## config.mk

```make
export PLATFORM = sky130hd
export DESIGN_NAME = square_writer
export DESIGN_NICKNAME = d
export VERILOG_FILES = /design/src/rtl/square_writer.sv
export SDC_FILE = /design/constraint.sdc
export NUM_CORES = 1
export LEC_CHECK = 0
export CAP_MARGIN = 20
export CORE_MARGIN = 3
export CORE_UTILIZATION = 52
export DETAILED_ROUTE_END_ITERATION = 6
export GPL_ROUTABILITY_DRIVEN = 0
export PLACE_DENSITY_LB_ADDON = 0.3
export SLEW_MARGIN = 20
export SYNTH_ARGS = -nofsm -noshare
export SYNTH_HDL_FRONTEND = slang
export SYNTH_SLANG_ARGS = --single-unit
```

## constraint.sdc

```tcl
create_clock -name clock -period 4.2 [get_ports clock]
set_input_delay 0.63 -clock clock [delete_from_list [all_inputs] [get_ports clock]]
set_output_delay 0.63 -clock clock [all_outputs]
set_load 0.02 [all_outputs]
```

## src/rtl/square_writer.sv

```systemverilog
// square_writer
//   Drawing front end for the framebuffer memory. Accepts "fill rectangle" and
//   "clear" commands over a valid/ready handshake. Each rectangle becomes one
//   memory write per cycle. The block drives the memory write port directly.
//   The grid is row-major, so a cell address is {y, x}.
//
// Ports
//   clock        single clock; all state changes on its rising edge
//   reset        asynchronous, active-low
//   cmd_valid    a command is present on the cmd_* inputs
//   cmd_ready    a command is accepted on this edge if cmd_valid is high
//   cmd_clear    1 = clear the whole frame; the geometry and colour inputs are ignored
//   cmd_x/cmd_y  top-left cell of the rectangle
//   cmd_w/cmd_h  rectangle size in cells; may be zero or the full grid extent
//   cmd_color    fill colour
//   mem_address  memory address_in (registered)
//   mem_data     memory data_in (registered)
//   mem_wren     memory write enable (registered)
//   mem_reset    memory clear strobe, active-high (registered)
//   done         one-cycle pulse when a command completes (registered)
module square_writer #(
  parameter int A      = 9,
  parameter int S      = 24,
  parameter int X_BITS = 5
) (
  input  logic              clock,
  input  logic              reset,
  input  logic              cmd_valid,
  output logic              cmd_ready,
  input  logic              cmd_clear,
  input  logic [X_BITS-1:0] cmd_x,
  input  logic [A-X_BITS-1:0] cmd_y,
  input  logic [X_BITS:0]   cmd_w,
  input  logic [A-X_BITS:0] cmd_h,
  input  logic [S-1:0]      cmd_color,
  output logic [A-1:0]      mem_address,
  output logic [S-1:0]      mem_data,
  output logic              mem_wren,
  output logic              mem_reset,
  output logic              done
);

  localparam int YB = A - X_BITS;

  localparam logic [1:0] IDLE   = 2'd0;
  localparam logic [1:0] DRAW   = 2'd1;
  localparam logic [1:0] CLEAR  = 2'd2;
  localparam logic [1:0] FINISH = 2'd3;

  localparam logic [X_BITS:0] GRID_W = {1'b1, {X_BITS{1'b0}}};
  localparam logic [YB:0]     GRID_H = {1'b1, {YB{1'b0}}};
  localparam logic [X_BITS:0] X_ONE  = {{X_BITS{1'b0}}, 1'b1};
  localparam logic [YB:0]     Y_ONE  = {{YB{1'b0}}, 1'b1};

  logic [1:0]        state_q, state_d;
  logic [X_BITS-1:0] x0_q, x0_d;
  logic [YB-1:0]     y0_q, y0_d;
  logic [X_BITS:0]   wEff_q, wEff_d;
  logic [YB:0]       hEff_q, hEff_d;
  logic [X_BITS:0]   xCnt_q, xCnt_d;
  logic [YB:0]       yCnt_q, yCnt_d;
  logic [A-1:0]      addr_q, addr_d;
  logic [S-1:0]      data_q, data_d;
  logic              wren_q, wren_d;
  logic              memReset_q, memReset_d;
  logic              done_q, done_d;

  logic [X_BITS:0]   remX, wClip;
  logic [YB:0]       remY, hClip;
  logic              accept;
  logic              xLast, yLast;

  // The done cycle (FINISH) also accepts a command. This lets a new command
  // be taken on the edge that ends the done pulse, with no idle cycle between.
  assign cmd_ready = (state_q == IDLE) || (state_q == FINISH);
  assign accept    = cmd_valid && cmd_ready;

  // Clip the rectangle against the right and bottom edges at accept time.
  // The widened arithmetic keeps a full-width request from overflowing,
  // and the clip guarantees that no address ever wraps.
  assign remX  = GRID_W - {1'b0, cmd_x};
  assign remY  = GRID_H - {1'b0, cmd_y};
  assign wClip = (cmd_w > remX) ? remX : cmd_w;
  assign hClip = (cmd_h > remY) ? remY : cmd_h;

  assign xLast = (xCnt_q == wEff_q - X_ONE);
  assign yLast = (yCnt_q == hEff_q - Y_ONE);

  always_comb begin
    state_d    = state_q;
    x0_d       = x0_q;
    y0_d       = y0_q;
    wEff_d     = wEff_q;
    hEff_d     = hEff_q;
    xCnt_d     = xCnt_q;
    yCnt_d     = yCnt_q;
    addr_d     = addr_q;
    data_d     = data_q;
    wren_d     = 1'b0;
    memReset_d = 1'b0;
    done_d     = 1'b0;

    case (state_q)
      IDLE, FINISH: begin
        state_d = IDLE;
        if (accept) begin
          x0_d   = cmd_x;
          y0_d   = cmd_y;
          wEff_d = wClip;
          hEff_d = hClip;
          xCnt_d = '0;
          yCnt_d = '0;
          if (cmd_clear) begin
            state_d    = CLEAR;
            memReset_d = 1'b1;
          end else if (wClip == '0 || hClip == '0) begin
            state_d = FINISH;
            done_d  = 1'b1;
          end else begin
            // The first write is presented in the cycle right after accept.
            state_d = DRAW;
            wren_d  = 1'b1;
            addr_d  = {cmd_y, cmd_x};
            data_d  = cmd_color;
          end
        end
      end

      CLEAR: begin
        state_d = FINISH;
        done_d  = 1'b1;
      end

      DRAW: begin
        if (xLast && yLast) begin
          state_d = FINISH;
          done_d  = 1'b1;
        end else begin
          // x steps fastest; at the end of a row it returns to the left edge.
          if (xLast) begin
            xCnt_d = '0;
            yCnt_d = yCnt_q + Y_ONE;
          end else begin
            xCnt_d = xCnt_q + X_ONE;
          end
          wren_d = 1'b1;
          addr_d = {y0_q + yCnt_d[YB-1:0], x0_q + xCnt_d[X_BITS-1:0]};
        end
      end

      default: state_d = IDLE;
    endcase
  end

  always_ff @(posedge clock or negedge reset) begin
    if (!reset) begin
      state_q    <= IDLE;
      x0_q       <= '0;
      y0_q       <= '0;
      wEff_q     <= '0;
      hEff_q     <= '0;
      xCnt_q     <= '0;
      yCnt_q     <= '0;
      addr_q     <= '0;
      data_q     <= '0;
      wren_q     <= 1'b0;
      memReset_q <= 1'b0;
      done_q     <= 1'b0;
    end else begin
      state_q    <= state_d;
      x0_q       <= x0_d;
      y0_q       <= y0_d;
      wEff_q     <= wEff_d;
      hEff_q     <= hEff_d;
      xCnt_q     <= xCnt_d;
      yCnt_q     <= yCnt_d;
      addr_q     <= addr_d;
      data_q     <= data_d;
      wren_q     <= wren_d;
      memReset_q <= memReset_d;
      done_q     <= done_d;
    end
  end

  assign mem_address = addr_q;
  assign mem_data    = data_q;
  assign mem_wren    = wren_q;
  assign mem_reset   = memReset_q;
  assign done        = done_q;

endmodule

```

# Word-level counts from Yosys, hierarchy flattened
# Index checks and enable logic that the tools add are counted.
word_totals:
  ff_bits: 69
  elab_cells: 87
classes:
  add_sub_neg: 8
  order_cmp: 2
  n_eq_ne: 11
  n_mux: 37
  n_bitwise: 2
  reduce_logical: 14
ops:
  columns: ["op", "n"]
  rows:
  - ["6-bit 2-to-1 mux", 6]
  - ["9-bit 2-to-1 mux", 4]
  - ["5-bit 2-to-1 mux", 6]
  - ["9-bit one-hot mux with 2 select lines", 1]
  - ["2-bit != test, second input constant", 6]
  - ["6-bit one-hot mux with 2 select lines", 1]
  - ["1-bit 2-to-1 mux", 11]
  - ["5-bit one-hot mux with 2 select lines", 1]
  - ["2-bit 2-to-1 mux", 4]
  - ["4-bit AND reduction", 2]
  - ["6-bit by 1-bit adder with 6-bit output, second input constant", 1]
  - ["6-bit == test", 1]
  - ["6-bit > comparator", 1]
  - ["6-bit zero test", 1]
  - ["2-bit one-hot mux with 3 select lines", 1]
  - ["6-bit by 1-bit subtractor with 6-bit output, second input constant", 1]
  - ["6-bit by 5-bit subtractor with 6-bit output, first input constant", 1]
  - ["5-bit by 1-bit adder with 5-bit output, second input constant", 1]
  - ["5-bit adder", 1]
  - ["5-bit == test", 1]
  - ["5-bit > comparator", 1]
  - ["5-bit zero test", 1]
  - ["5-bit AND reduction", 1]
  - ["5-bit by 1-bit subtractor with 5-bit output, second input constant", 1]
  - ["other kinds (14)", 18]

# Logic depth before layout (Yosys ltp)
depth:
  depth_word: 9
  mapped_depth: 16
  depth_no_buf: 15

# Worst setup path before layout
# OpenSTA, ideal clock, no wires.
synth_path:
  path_type: "register -> register"
  startpoint: "reg wEff_q[0]"
  endpoint: "reg addr_q[4] (netlist: mem_address[4])"
  arrival_time_ns: 3.271
  slack_ns: 0.804
  stages_incl_launch_ff: 17
  path_buffers: 1
  period_less_slack_ns: 3.396
  cell_sequence: "dfrtp_1 > inv_1 > ha_1 > nor2b_1 > or3_1 > a31oi_2 > and2_0 > buf_2 > nor2_1 > ha_1 > fa_1 > a21o_1 > a21oi_1 > xnor2_1 > xnor2_1 > a21oi_1 > mux2_4"
synth_via:
  elab_chain_len: 8
  word_cells_on_any_way: 11
synth_rtl:
  columns: ["element", "line", "rtl"]
  rows:
  - ["start, declared", "58", "logic [X_BITS:0] wEff_q, wEff_d;"]
  - ["start signal, assigned", "173", "wEff_q <= wEff_d;"]
  - ["6-bit by 1-bit subtractor with 6-bit output *", "86", "assign xLast = (xCnt_q == wEff_q - X_ONE);"]
  - ["6-bit == test *", "86", null]
  - ["6-bit 2-to-1 mux", "140", "if (xLast) begin"]
  - ["6-bit 2-to-1 mux", "135", "if (xLast && yLast) begin"]
  - ["6-bit 2-to-1 mux", "103", "case (state_q)"]
  - ["5-bit adder", "147", "addr_d = {y0_q + yCnt_d[YB-1:0], x0_q + xCnt_d[X_BITS-1:0]};"]
  - ["9-bit 2-to-1 mux", "135", null]
  - ["9-bit one-hot mux with 2 select lines", "103", null]
  - ["end signal, assigned", "177", "addr_q <= addr_d;"]
  - ["end, declared", "62", "logic [A-1:0] addr_q, addr_d;"]
# Mark *: on every way between the ends. The rest lies on a longest branch, timed or not. The select of a mux whose other input is x is not followed.
# A chain may end at the register's enable or synchronous reset.

# Final worst setup path
# Ends and elaborated chain as after synthesis.

==> impl_metrics.csv <==
group,metric,value,unit
run_status,outcome,"finished, final reports clean",
route,routed_wl,9.26,mm
floorplan,die_w,95.3,microns
clock_tree,post_cts_buffers,0,
clock_tree,path_clk_slew,60,ps
worst_setup_path,crit_arrival,3860,ps
worst_setup_path,rrSetupSlack,570,ps
finish,antenna_cells,0,
global_routing,grt_max_degree,43,
global_routing,grt_pass1_wl,15.2,mm
worst_setup_path,startpoint,"wEff_q[0]",
clock_tree,cts_hold_buf,0,
placement,dp_hpwl,7.18,mm
global_routing,grtUsageTotal,21.6,%
floorplan,pin_count,85,
timing,worst_slack,566,ps
power,ir_worst_vdd,410,uV
clock_tree,cts.repair.resized,0,
synth,synth-seq-cells,69,
timing,setup_violations,0,
floorplan,rows,31,
clock_tree,clk_latency,340,ps
timing,grt_setup_unrepaired,"no",
timing,setup-tns-final,0,ps
global_routing,antenna_found_initial,0,
worst_setup_path,worstSetupPathType,"reg -> reg",
synth,synthCells,399,
clock_tree,cts_buffer_depth,2,
synth,async_flop_share,100,%
floorplan,die_h,95.3,microns
run,drv_cap,0,
global_routing,met1_usage,28.4,%
timing,finalCritPeriodShare,86.5,%
timing,slew_viol_final,0,
route,post-route-drc-count,0,
global_routing,grt_pass1_vias,3235,
timing,max_freq,275,MHz
clock_tree,cts_buffers,9,
clock_tree,cts_tree,"built",
floorplan,dieArea,9080,sq um
power,power_density,683,nW/um^2
timing,finClkSkew,8.67,ps
global_routing,gr-max-usage-layer,"met2",
hold_path,hold_class,"in -> async",
synth,syn_area_per_cell,10.4,sq um
synth,yosys.area.top_type,"dfrtp_1",
route,drtAntennaViolNets,0,
synth,synth_commonest_cells,"dfrtp_1, nand2_1, mux2_2",
route,vias,3255,
timing,hold_slack,429,ps
floorplan,start_util,55.4,%
synth,synth_seq_area_share,41.6,%
placement,dp_cells,576,
synth,synthTopCellsByArea,"dfrtp_1, mux2_2, ha_1",
floorplan,core_area,7490,sq um
timing,period_needed,3630,ps
synth,yosysMostFrequentCell,"dfrtp_1",
worst_setup_path,crit_path_max_fanout,5,
finish,layout-drive-gt1-share,15.9,%
global_routing,met3_usage,5.13,%
route,dr.pass1.iters,4,
timing,worstMarginPinSlew,910,ps
clock_tree,clock_sinks,69,
power,power,3.60,mW
clock_tree,h-tree-depth,3,
worst_setup_path,r2r-start,"wEff_q[0]",
timing,relSlewSlack,39.3,%
worst_setup_path,end_kind,"flip-flop",
timing,final_hold_viol_count,0,
placement,port_buffers,84,
placement,place_ws,233,ps
route,wl_per_cell,15.7,microns
global_routing,grt_overflow,0,
worst_setup_path,critPathLaunchType,"flip-flop",
finish,area_growth,27.1,%
clock_tree,cts-root-buf,"clkbuf_8",
synth,synth_top_flop_cell,"dfrtp_1",
route,drt-initial-drc-count,182,
finish,fin_nets,564,
synth,yosys_warnings,0,
global_routing,met2_usage,36.0,%
synth,synth_cell_types,54,
synth,synth_edf_count,0,
synth,synth_top_area_share,41.6,%
worst_setup_path,worstPathRequired,4420,ps
synth,syn_area,4150,sq um
power,power_leakage,2.36,nW
synth,synth.net_count,475,
finish,final_cells,590,
route,avgViaCountPerCell,5.52,
critical path, cell delays in order, from the launching register on:
cell and delay, ps:
dfrtp_1 460, inv_1 70, ha_1 230, nor2b_1 130, or3_1 350, a31oi_2 320
and2_0 210, nor2_1 70, ha_1 220, fa_1 410, a21o_1 180, a21oi_1 180
xnor2_1 150, xnor2_1 130, a21oi_1 100, mux2_4 280
registers in the layout (all words and copies together) (netlist names):
signal,flops
done,1
hEff_q,5
mem_address,9
mem_data,24
mem_reset,1
mem_wren,1
state_q,2
wEff_q,6
x0_q,5
xCnt_q,6
y0_q,4
yCnt_q,5
layout by cell type (no fill, tap or decap), types with 2 or more instances in the layout:
cell / synthesis / final
nand3_1: 6 / 6
dfrtp_1: 69 / 69
nor2_1: 19 / 19
mux2i_1: 5 / 5
nor3_2: 2 / 2
clkinv_2: 0 / 2
inv_1: 22 / 22
mux2_4: 9 / 9
and3_1: 7 / 7
mux2_2: 36 / 36
xnor2_1: 21 / 21
or2_2: 3 / 3
clkdlybuf4s50_1: 0 / 83
nand4b_1: 2 / 2
nand4_1: 3 / 3
clkbuf_8: 0 / 11
or3_1: 2 / 2
o31ai_1: 2 / 2
nor4_1: 2 / 2
and3b_1: 2 / 2
xor2_1: 8 / 8
a21oi_1: 18 / 18
a31oi_1: 3 / 3
fa_1: 2 / 2
o21ai_0: 35 / 35
nand2b_1: 2 / 2
buf_4: 2 / 6
nand2_1: 41 / 41
nor3_1: 4 / 4
a21o_1: 7 / 7
ha_1: 26 / 26
nand3b_1: 3 / 3
nor2b_1: 5 / 5
path summary, 6_finish.rpt:
kind                                   to  cells after the start
max                        mem_address[4]                     15
min                           mem_data[9]                      1
max reg2reg                mem_address[4]                     15
min reg2reg                       x0_q[2]                      2
max in group asynchronous      state_q[0]                      2
min in group clock                x0_q[2]                      2
area by class of cell:
| type | instances | area (sq um) |
|---|---|---|
| clock inverter | 2 | 10.0 |
| tap | 99 | 124 |
| sequential | 69 | 1730 |
| inverter | 22 | 82.6 |
| clock buffer | 12 | 155 |
| fill | 567 | 2220 |
| timing repair buffer | 91 | 901 |
| multi-input combinational | 295 | 2270 |
metrics by stage:
step	area [sq um]	utilization, %
2_1_floorplan	4150	-
3_3_place_gp	5100	68.2
3_5_place_dp	5100	68.2
4_1_cts	5270	70.4
5_1_grt	5270	70.4
6_report	5270	70.4
report_power, final:
group / internal, mW / total, mW / switching (mW)
Sequential: 0.958 / 1.16 / 0.201
Clock: 0.238 / 0.458 / 0.220
Combinational: 0.999 / 1.98 / 0.984
logic make-up after synthesis:
kind of cell             count (synthesis)  share of synthesized area [%]
AND/OR/NAND/NOR                        110                           13.5
AO/OA/AOI/OAI                           78                           12.1
buffers and inverters                   35                           3.59
multiplexers                            50                           14.2
flip-flops                              69                           41.6
XOR/XNOR                                29                           6.13
adder cells (fa/ha/maj)                 28                           8.81
routing by layer:
layer / wire length (microns) / part of all wire (%)
met1: 4150 / 45
met2: 4290 / 46
met3: 738 / 8.0
met4: 82 / 0.89
met5: 0 / 0
No activity file was read; power rests on OpenSTA's default activity.
